`config.mk`:
```
export PLATFORM = sky130hd
export DESIGN_NAME = sipo_rx_ctrl
export DESIGN_NICKNAME = d
export VERILOG_FILES = /design/src/rtl/sipo_ctrl_pkg.sv /design/src/rtl/sipo_shifter.sv /design/src/rtl/sipo_rx_ctrl.sv
export SDC_FILE = /design/constraint.sdc
export NUM_CORES = 1
export LEC_CHECK = 0
export ABC_AREA = 0
export CAP_MARGIN = 20
export CORE_MARGIN = 2
export CORE_UTILIZATION = 33
export CTS_CLUSTER_SIZE = 28
export DETAILED_ROUTE_END_ITERATION = 10
export PLACE_DENSITY = 0.64
export SLEW_MARGIN = 40
export SYNTH_ARGS = -nofsm -noshare
export SYNTH_HDL_FRONTEND = slang
export SYNTH_SLANG_ARGS = --single-unit
```
`constraint.sdc`:
```
create_clock -name clk -period 2.3 [get_ports clk]
set_input_delay 0.345 -clock clk [delete_from_list [all_inputs] [get_ports clk]]
set_output_delay 0.345 -clock clk [all_outputs]
set_load 0.01 [all_outputs]
```
`src/rtl/sipo_ctrl_pkg.sv`:
```
// sipo_ctrl_pkg
// Shared definitions for the serial-in / parallel-out receive controller:
// FSM state encoding, default frame width and the bit-counter width helper.
// Optional feature macro: SIPO_PARITY_EN adds the PARITY state.
package sipo_ctrl_pkg;

  localparam int SIPO_WIDTH_DEFAULT = 4;

`ifdef SIPO_PARITY_EN
  typedef enum logic [1:0] {
    ST_IDLE   = 2'd0,
    ST_SHIFT  = 2'd1,
    ST_PARITY = 2'd2
  } sipo_state_e;
`else
  typedef enum logic [1:0] {
    ST_IDLE  = 2'd0,
    ST_SHIFT = 2'd1
  } sipo_state_e;
`endif

  // Counter must be able to hold the value WIDTH itself.
  function automatic int cnt_width(input int width);
    return $clog2(width + 1);
  endfunction

endpackage

```
`src/rtl/sipo_shifter.sv`:
```
// sipo_shifter
// Left-shifting data register plus accepted-bit counter.
// Ports:
//   clk, reset (sync, active-low)
//   clr   : clear word and count (takes priority over en)
//   en    : shift din into the LSB and increment count
//   din   : serial bit
//   word  : current shift register contents
//   count : number of bits accepted since the last clear
module sipo_shifter
  import sipo_ctrl_pkg::*;
#(
  parameter int WIDTH = SIPO_WIDTH_DEFAULT,
  parameter int CW    = cnt_width(WIDTH)
) (
  input  logic             clk,
  input  logic             reset,
  input  logic             clr,
  input  logic             en,
  input  logic             din,
  output logic [WIDTH-1:0] word,
  output logic [CW-1:0]    count
);

  always_ff @(posedge clk) begin
    if (!reset) begin
      word  <= '0;
      count <= '0;
    end else if (clr) begin
      word  <= '0;
      count <= '0;
    end else if (en) begin
      word  <= {word[WIDTH-2:0], din};
      count <= count + CW'(1);
    end
  end

endmodule

```
`src/rtl/sipo_rx_ctrl.sv`:
```
// sipo_rx_ctrl
// Receives WIDTH-bit frames MSB first on din/din_en after a start strobe and
// presents them on q with a valid/ready handshake. A completed word that
// finds q still occupied is dropped and sets the sticky overrun flag.
// Optional feature macro: SIPO_PARITY_EN -- a trailing even-parity bit is
// checked after the data; a mismatch pulses parity_err and drops the word.
// Ports:
//   clk, reset (sync, active-low)
//   start      : frame-start strobe, also aborts a frame in progress
//   din/din_en : serial bit and its qualifier
//   out_ready  : consumer accepts q
//   q/q_valid  : output word and its valid flag
//   busy       : frame in progress
//   overrun    : sticky word-dropped flag
//   parity_err : one-cycle parity mismatch pulse (0 without SIPO_PARITY_EN)
//
// state  | meaning
// IDLE   | waiting for start
// SHIFT  | accepting data bits
// PARITY | waiting for the parity bit (SIPO_PARITY_EN only)
module sipo_rx_ctrl
  import sipo_ctrl_pkg::*;
#(
  parameter int WIDTH = SIPO_WIDTH_DEFAULT
) (
  input  logic             clk,
  input  logic             reset,
  input  logic             start,
  input  logic             din,
  input  logic             din_en,
  input  logic             out_ready,
  output logic [WIDTH-1:0] q,
  output logic             q_valid,
  output logic             busy,
  output logic             overrun,
  output logic             parity_err
);

  localparam int CW = cnt_width(WIDTH);

  sipo_state_e      state, state_nxt;
  logic             sh_clr, sh_en;
  logic [WIDTH-1:0] sh_word;
  logic [CW-1:0]    sh_count;
  logic             last_bit;
  logic             frame_done;
  logic [WIDTH-1:0] frame_word;
`ifdef SIPO_PARITY_EN
  logic             par_fail;
`else
  // Without parity the word is taken from the shift path before its MSB
  // is shifted out, so the register MSB itself is never needed here.
  logic             unused_word_msb;
  assign unused_word_msb = sh_word[WIDTH-1];
`endif

  sipo_shifter #(.WIDTH(WIDTH), .CW(CW)) u_shifter (
    .clk   (clk),
    .reset (reset),
    .clr   (sh_clr),
    .en    (sh_en),
    .din   (din),
    .word  (sh_word),
    .count (sh_count)
  );

  assign last_bit = (sh_count == CW'(WIDTH - 1));
  assign busy     = (state != ST_IDLE);

  always_ff @(posedge clk) begin
    if (!reset) state <= ST_IDLE;
    else        state <= state_nxt;
  end

  always_comb begin
    state_nxt  = state;
    sh_clr     = 1'b0;
    sh_en      = 1'b0;
    frame_done = 1'b0;
    // Completing word includes the bit being sampled this edge.
    frame_word = {sh_word[WIDTH-2:0], din};
`ifdef SIPO_PARITY_EN
    par_fail   = 1'b0;
`endif
    case (state)
      ST_IDLE: begin
        // din_en alongside start is ignored: start only.
        if (start) begin
          sh_clr    = 1'b1;
          state_nxt = ST_SHIFT;
        end
      end
      ST_SHIFT: begin
        if (start) begin
          sh_clr = 1'b1;
        end else if (din_en) begin
          sh_en = 1'b1;
          if (last_bit) begin
`ifdef SIPO_PARITY_EN
            state_nxt = ST_PARITY;
`else
            frame_done = 1'b1;
            state_nxt  = ST_IDLE;
`endif
          end
        end
      end
`ifdef SIPO_PARITY_EN
      ST_PARITY: begin
        frame_word = sh_word;
        if (start) begin
          sh_clr    = 1'b1;
          state_nxt = ST_SHIFT;
        end else if (din_en) begin
          state_nxt = ST_IDLE;
          if (din == ^sh_word) frame_done = 1'b1;
          else                 par_fail   = 1'b1;
        end
      end
`endif
      default: state_nxt = ST_IDLE;
    endcase
  end

  always_ff @(posedge clk) begin
    if (!reset) begin
      q       <= '0;
      q_valid <= 1'b0;
      overrun <= 1'b0;
    end else begin
      if (frame_done && (!q_valid || out_ready)) begin
        q       <= frame_word;
        q_valid <= 1'b1;
      end else begin
        if (out_ready)  q_valid <= 1'b0;
        if (frame_done) overrun <= 1'b1;
      end
    end
  end

`ifdef SIPO_PARITY_EN
  always_ff @(posedge clk) begin
    if (!reset) parity_err <= 1'b0;
    else        parity_err <= par_fail;
  end
`else
  assign parity_err = 1'b0;
`endif

endmodule

```
==> run metrics, run 1 <==
cell family with most CP delay buffers and inverters; HP Start u_shifter.word[2]; DRC viols 0; GRT Overall Usage 10.2%; initial antenna violation count 0; Yosys reg bits 13; min cycle time layout 1.60 ns; Static Leakage 0.243 nW; NumNets Final 83; n_diodes 0; gr ovfl total 0; WP buf/inv 1; RSZ-0062 raised after global routing no; crit path from state[0]; max_cap viols 0; Placer Congestion 0.667; synthesized net count 70; Logic pwr share 7.0%; commonest non-fill, non-tap cells in the layout nand2_1 (18), dfxtp_1 (13), clkdlybuf4s50_1 (12); Post-Route Skew 0.00350 ns; I/O pin total 14; detailed-route via count 420; CP Capture Type output port; register area share after synthesis 46.1%; postcts setup bufs 0; worst-path cell chain clkdlybuf4s50_1; P&R area growth vs syn 23.5%; Top Layer Used met3; Critical-path top delay cell clkdlybuf4s50_1; Final Cycle Share 69.4%; clock share of power 34.3%; Max Freq 626 MHz; drt total wl 883 um; routed wl met2 413 um; syn avg cell area 9.10 sq um; final core occ 44.7%; Psw 82.1 uW; post-route setup TNS 0 ns; Die ar. 0.00206 sq mm; CTS tree yes; CP max stage delay 0.57 ns; crit path kind flip-flop to output port; antenna-violating nets left 0; die height 45.4 um; Worst Hold Class flip-flop to flip-flop; Ys Warns 0; post_cts resized 0; setup violators final 0; initial cell density of the core 36.2%; Pre-Repair DR Iteration Count 2; Switching Fraction 21.0%; Vias per Instance 4.67; Synth cell types 22; Die Wd 45.4 um; fin. max-slew vios 0; dpl hpwl 703 um; Iter 0 DRT Violations 6; Worst-Skew Late Latency 0.26 ns; DR WL met3 48 um; layout cells sized above 1 6.76%; worst ir drop on vdd 0.148 mV; RR Startpoint state[0]; htree depth 1; Pint 309 uW; CP required 1.96 ns; IO Port Bufs 12; Worst Setup Start Kind flip-flop; vias in the first global route 339; Worst-path clk slew 0.08 ns; routed len/inst 9.81 um; Root Driver clkbuf_4; status finished, final reports clean; Inserted Clock Buffers 3; Syn Std Cell Area 564 sq um; Core Area 0.00156 sq mm; wl on met1 422 um; number of placement rows 14; hold buffers post-CTS 0; most common cell after layout, fill and taps aside nand2_1; clk sink count 13; largest net degree at the start of global routing 13; Fin. Hold Viols 0; Final Power 391 uW; post-synthesis cell count 62; Arr. time, crit path 1.25 ns; first-pass GRT wire length 1.46 mm; largest buffer count on any clock path 2; sequential fraction of design power 58.8%; PwrDens 561 mW/mm^2; critical-path maximum fanout 6
## worst paths after layout
check | to | slack (ns) | depth (start not counted)
setup / recovery | busy | 0.70 | 1
hold / removal | u_shifter.word[2] | 0.46 | 2
setup reg to reg | q[3] | 1.03 | 3
hold reg to reg | u_shifter.word[2] | 0.46 | 2
## power groups by stage
stage | Sequential [mW] | Clock, mW | Combinational [mW]
after CTS | 0.230 | 0.142 | 0.0276
after detailed placement | 0.235 | 0 | 0.0275
after global placement | 0.235 | 0 | 0.0272
after global routing | 0.230 | 0.154 | 0.0298
after floorplan | 0.235 | 0 | 0.0148
final | 0.230 | 0.134 | 0.0273
## synthesized netlist by cell type
cell type,count,share of area [%]
a21boi_0,1,1.3
nand2_1,18,12
nand2b_4,1,2.4
nor2b_1,1,1.1
buf_4,1,1.3
buf_6,2,4.0
clkbuf_1,1,0.66
a21oi_1,5,4.4
mux2i_1,4,7.1
a211oi_1,1,1.3
inv_1,1,0.66
nor2_1,3,2.0
and3b_1,1,1.6
nand4b_1,1,1.6
conb_1,1,0.66
dfxtp_1,13,46
o21a_1,1,1.3
nand2b_1,1,1.1
and3_4,1,2.0
nand3b_1,1,1.3
ha_1,2,4.4
xor2_1,1,1.6
## per-stage QoR
stage | hold WS (ns) | instances | instance area (sq um) | worst slack, ns
2_1_floorplan | 0.437 | 62 | 564 | 1.09
3_3_place_gp | 0.447 | 86 | 671 | 0.610
3_5_place_dp | 0.447 | 86 | 671 | 0.560
4_1_cts | 0.460 | 90 | 697 | 0.688
5_1_grt | 0.476 | 90 | 697 | 0.633
6_report | 0.457 | 90 | 697 | 0.704
## flip-flops by register name, indices dropped and copies added (netlist names)
register / cells
overrun: 1
q: 4
q_valid: 1
state: 1
u_shifter.count: 3
u_shifter.word: 3
## per-layer routing
layer | global-route usage (%) | vias up
met3 | 4.00 | 0
met1 | 13.3 | 186
met2 | 14.6 | 11
met4 | 5.29 | 0
met5 | 0 | -
li1 | - | 223
## logic make-up (layout without fill, tap and decap cells)
logic type | Yosys count | count (layout) | share of synthesized area [%]
and+or+nand+nor | 28 | 28 | 25.1
DFF | 13 | 13 | 46.1
AOI/OAI and AO/OA | 8 | 8 | 8.43
buffers and inverters | 5 | 17 | 6.65
muxes | 4 | 4 | 7.10
adders and majority gates | 2 | 2 | 4.43
other | 1 | 1 | 0.665
xor gates and xnor gates | 1 | 1 | 1.55
## final cells by class
type,count,area (sq um)
fill,163,862
multi-input combinational,44,267
sequential,13,260
timing repair buffer,12,120
clock buffer,4,26.3
tap,16,20.0
inverter,1,3.75
No activity file was read; power rests on OpenSTA's default activity.
==> run 2, diff against run 1 <==
==> constraint.sdc (replaced) <==
create_clock -name clk -period 1.6 [get_ports clk]
set_input_delay 0.24 -clock clk [delete_from_list [all_inputs] [get_ports clk]]
set_output_delay 0.24 -clock clk [all_outputs]
set_load 0.01 [all_outputs]
==> run metrics, run 2 (synthesis gave the netlist of run 1 again) <==
status finished, final reports clean; WP buf/inv 1 (unchanged); first-pass GRT wire length 1.38 mm (-5.2%); CP max stage delay 0.57 ns (about the same); largest buffer count on any clock path 2 (unchanged); htree depth 1 (unchanged); Post-Route Skew 0.00465 ns (+0.00115 ns); Biggest register q; fin. max-slew vios 0 (unchanged); CP Capture Type output port; Worst-Skew Late Latency 0.27 ns (about the same); Worst Hold Class flip-flop to flip-flop; Top Layer Used met4; Max Freq 668 MHz; Critical-path top delay cell clkdlybuf4s50_1; Cell Area, Placed 686 sq um (+2.2%); vias in the first global route 365 (+7.7%); Placer Congestion 0.682 (+2.1%); Root Driver clkbuf_4; reg2reg end q[3]; post-route setup TNS 0 ns (unchanged); routed wl met2 422 um (+2.2%); post_cts resized 0 (unchanged); Inserted Clock Buffers 3 (unchanged); initial cell density of the core 36.2% (unchanged); Largest regs q (4), u_shifter.count (3), u_shifter.word (3); P&R area growth vs syn 26.2%; Arr. time, crit path 1.26 ns (about the same); Final Cell Area 712 sq um (+2.2%); Pre-Repair DR Iteration Count 3 (+1); WHS Endpoint q[2]; worst-path cell chain clkdlybuf4s50_1; gr ovfl total 0 (unchanged); RSZ-0062 raised after global routing no; Vias per Instance 4.62 (-1.0%); Static Leakage 0.253 nW (+4.2%); Die Wd 45.4 um (unchanged); n_diodes 0 (unchanged); drt total wl 904 um (+2.4%); antenna-violating nets left 0 (unchanged); Final Power 566 uW (+45%); DRC viols 0 (unchanged); Fin. Hold Viols 0 (unchanged); most common cell after layout, fill and taps aside nand2_1; number of placement rows 14 (unchanged); worst ir drop on vdd 0.250 mV (+69%); RR Startpoint u_shifter.count[0]; postcts setup bufs 0 (unchanged); Die ar. 0.00206 sq mm (unchanged); initial antenna violation count 0 (unchanged); critical-path maximum fanout 6 (unchanged); crit path kind flip-flop to output port; cell family with most CP delay buffers and inverters; largest net degree at the start of global routing 12 (-1); min cycle time layout 1.50 ns; Final Cycle Share 93.5%; CTS tree yes; reg2reg setup slack 0.40 ns (-0.63 ns); PwrDens 795 mW/mm^2 (+42%); setup violators final 0 (unchanged); routed len/inst 9.83 um (+0.15%); Post-Place Cells 88 (+2.3%); I/O pin total 14 (unchanged); DR WL met3 33 um (-31%); detailed-route via count 425 (+1.2%); worst hold stages 2 (unchanged); IO Port Bufs 12 (unchanged); Worst-path clk slew 0.08 ns (about the same); layout cells sized above 1 9.21% (+2.5 points); wl on met1 430 um (+1.9%); Iter 0 DRT Violations 9 (+3); Register-to-Register Path Depth 4 (+1); clk sink count 13 (unchanged); max_cap viols 0 (unchanged); Worst Setup Start Kind flip-flop; NumNets Final 85 (+2.4%); HP Start q[2]; Core Area 0.00156 sq mm (unchanged); Post-Layout Cell Count 92 (+2.2%); CP required 1.36 ns (-0.60 ns); die height 45.4 um (unchanged); max reg flops 4 (unchanged); GRT Overall Usage 9.82% (-0.41 points); hold buffers post-CTS 0 (unchanged); commonest non-fill, non-tap cells in the layout nand2_1 (18), dfxtp_1 (13), clkdlybuf4s50_1 (12); dpl hpwl 702 um (-0.11%)
[run 2: cell types whose count changed in the layout (fill, tap and decap cells not counted), sizes merged]
cell | previous run | this run
buf | 0 | 2
[run 2: worst max-delay path by stage]
stage / from / to / slack (ns) / cells past startpoint
floorplan: state[0] / q[0] / 0.39 / 5
global placement: din_en / q[3] / 0.16 / 4
detailed placement: din_en / q[3] / 0.11 / 4
CTS: state[0] / busy / 0.09 / 1
global route: state[0] / busy / 0.06 / 1
finish: state[0] / busy / 0.10 / 1
[run 2: report_power, final]
part / switching (mW) / internal [mW]
Sequential: 0.00355 / 0.327
Clock: 0.0970 / 0.0964
Combinational: 0.0190 / 0.0238
Total: 0.120 / 0.447
[run 2: final cells by class]
type,count,area (sq um)
Clock buffer,4,26.3
Tap cell,16,20.0
Sequential cell,13,260
Fill cell,159,847
Timing Repair Buffer,14,135
Multi-Input combinational cell,44,267
Inverter,1,3.75
[run 2: routing by layer]
| layer | track usage, % | vias up |
|---|---|---|
| li1 | - | 229 |
| met1 | 10.3 | 183 |
| met2 | 16.0 | 11 |
| met3 | 2.40 | 2 |
| met4 | 8.82 | 0 |
| met5 | 0 | - |
[run 2: stage by stage]
step | hold WS [ns] | util [%] | worst slack (ns)
detailed placement | 0.446 | 44.0 | 0.107
floorplan | 0.376 | - | 0.387
finish | 0.455 | 45.7 | 0.103
CTS | 0.461 | 45.7 | 0.0890
global placement | 0.445 | 44.0 | 0.157
global route | 0.479 | 45.7 | 0.0622
==> run 3, diff against run 2 <==
--- a/config.mk
+++ b/config.mk
@@ -8,10 +8,10 @@
 export ABC_AREA = 0
 export CAP_MARGIN = 20
 export CORE_MARGIN = 2
-export CORE_UTILIZATION = 33
+export CORE_UTILIZATION = 30
 export CTS_CLUSTER_SIZE = 28
 export DETAILED_ROUTE_END_ITERATION = 10
-export PLACE_DENSITY = 0.64
+export PLACE_DENSITY = 0.6
 export SLEW_MARGIN = 40
 export SYNTH_ARGS = -nofsm -noshare
 export SYNTH_HDL_FRONTEND = slang
==> run metrics, run 3 (synthesis gave the netlist of run 1 again) <==
n_diodes 0 (unchanged); Setup WS pre-CTS 0.162 ns (+0.0550 ns); P&R area growth vs syn 29.5%; Vias per Instance 4.22 (-8.7%); PwrDens 790 mW/mm^2 (-0.67%); dpl hpwl 740 um (+5.4%); initial antenna violation count 0 (unchanged); most common cell after layout, fill and taps aside nand2_1; Static Leakage 0.258 nW (+1.9%); crit path kind flip-flop to output port; Cell Area, Placed 704 sq um (+2.7%); layout cells sized above 1 10.4% (+1.2 points); Post-Route Skew 0.000397 ns (-0.00426 ns); max_cap viols 0 (unchanged); CP max stage delay 0.56 ns (about the same); Worst Hold Class flip-flop to flip-flop; min cycle time layout 1.48 ns (-0.0169 ns); Arr. time, crit path 1.24 ns (-0.02 ns); Worst-path clk slew 0.08 ns (about the same); Worst Setup Start Kind flip-flop; postcts setup bufs 0 (unchanged); Critical-path top delay cell clkdlybuf4s50_1; setup violators final 0 (unchanged); CP required 1.36 ns (about the same); commonest non-fill, non-tap cells in the layout nand2_1 (18), dfxtp_1 (13), clkdlybuf4s50_1 (12); largest net degree at the start of global routing 12 (unchanged); Die ar. 0.00224 sq mm (+9.1%); Final Cell Area 731 sq um (+2.6%); CP Capture Type output port; GRT Overall Usage 10.9% (+1.1 points); Final Cycle Share 92.5% (-1.1 points); largest buffer count on any clock path 2 (unchanged); initial cell density of the core 32.3% (-3.9 points); Inserted Clock Buffers 3 (unchanged); fin. max-slew vios 0 (unchanged); Fin. Hold Viols 0 (unchanged); hold buffers post-CTS 0 (unchanged); RSZ-0062 raised after global routing no; Pre-Repair DR Iteration Count 2 (-1); Die Wd 47.4 um (+4.5%); Root Driver clkbuf_4; drt total wl 955 um (+5.6%); worst-path cell chain clkdlybuf4s50_1; cell family with most CP delay buffers and inverters; detailed-route via count 430 (+1.2%); antenna-violating nets left 0 (unchanged); I/O pin total 14 (unchanged); critical-path maximum fanout 6 (unchanged); die height 47.4 um (+4.5%); NumNets Final 86 (+1.2%); Core Area 0.00175 sq mm (+12%); number of placement rows 15 (+1); post-route setup TNS 0 ns (unchanged); worst ir drop on vdd 0.205 mV (-18%); CTS tree yes; Biggest register q; post_cts resized 0 (unchanged); worst setup margin 0.120 ns (+0.0169 ns); Placer Congestion 0.705 (+3.4%); first-pass GRT wire length 1.72 mm (+24%); clk sink count 13 (unchanged); Largest regs q (4), u_shifter.count (3), u_shifter.word (3); routed len/inst 9.36 um (-4.7%); gr ovfl total 0 (unchanged); max reg flops 4 (unchanged); Worst-Skew Late Latency 0.27 ns (about the same); IO Port Bufs 12 (unchanged); vias in the first global route 421 (+15%); Max Freq 676 MHz (+1.1%); Iter 0 DRT Violations 3 (-6); status finished, final reports clean; DRC viols 0 (unchanged); htree depth 1 (unchanged); WP buf/inv 1 (unchanged)
-- run 3: report_power, final --
part	internal [mW]	switching [mW]	total, mW	leakage, nW
Combinational	0.0253	0.0194	0.0447	0.138
Clock	0.0965	0.106	0.203	0.0150
Sequential	0.327	0.00337	0.330	0.105
Total	0.448	0.129	0.577	0.258
-- run 3: final cells by class --
| type | count | area [sq um] |
|---|---|---|
| fillers | 179 | 1010 |
| clock buffers | 4 | 26.3 |
| well taps | 25 | 31.3 |
| flip-flops and latches | 13 | 260 |
| inverters | 1 | 3.75 |
| repair buffers | 15 | 143 |
| multi-input cells | 44 | 267 |
-- run 3: per-stage QoR --
| step | power [mW] | std cells | hold slack [ns] | util (%) |
|---|---|---|---|---|
| 2_1_floorplan | 0.359 | 62 | 0.376 | - |
| 3_3_place_gp | 0.382 | 98 | 0.444 | 40.4 |
| 3_5_place_dp | 0.382 | 98 | 0.447 | 40.4 |
| 4_1_cts | 0.584 | 102 | 0.459 | 41.9 |
| 5_1_grt | 0.604 | 102 | 0.480 | 41.9 |
| 6_report | 0.577 | 102 | 0.455 | 41.9 |
-- run 3: layer usage --
| layer | vias up | GRT usage [%] | part of all wire (%) |
|---|---|---|---|
| li1 | 228 | - | - |
| met1 | 192 | 13.6 | 47 |
| met2 | 10 | 17.0 | 49 |
| met3 | 0 | 2.31 | 3.5 |
| met4 | 0 | 6.67 | 0 |
| met5 | - | 0 | 0 |
-- run 3: path summary, 6_finish.rpt --
check / from / to / slack (ns) / depth (start not counted)
hold reg to reg: q[0] / q[0] / 0.45 / 2
setup reg to reg: u_shifter.count[0] / q[2] / 0.42 / 4
setup / recovery: state[0] / busy / 0.12 / 1
hold / removal: q[0] / q[0] / 0.45 / 2
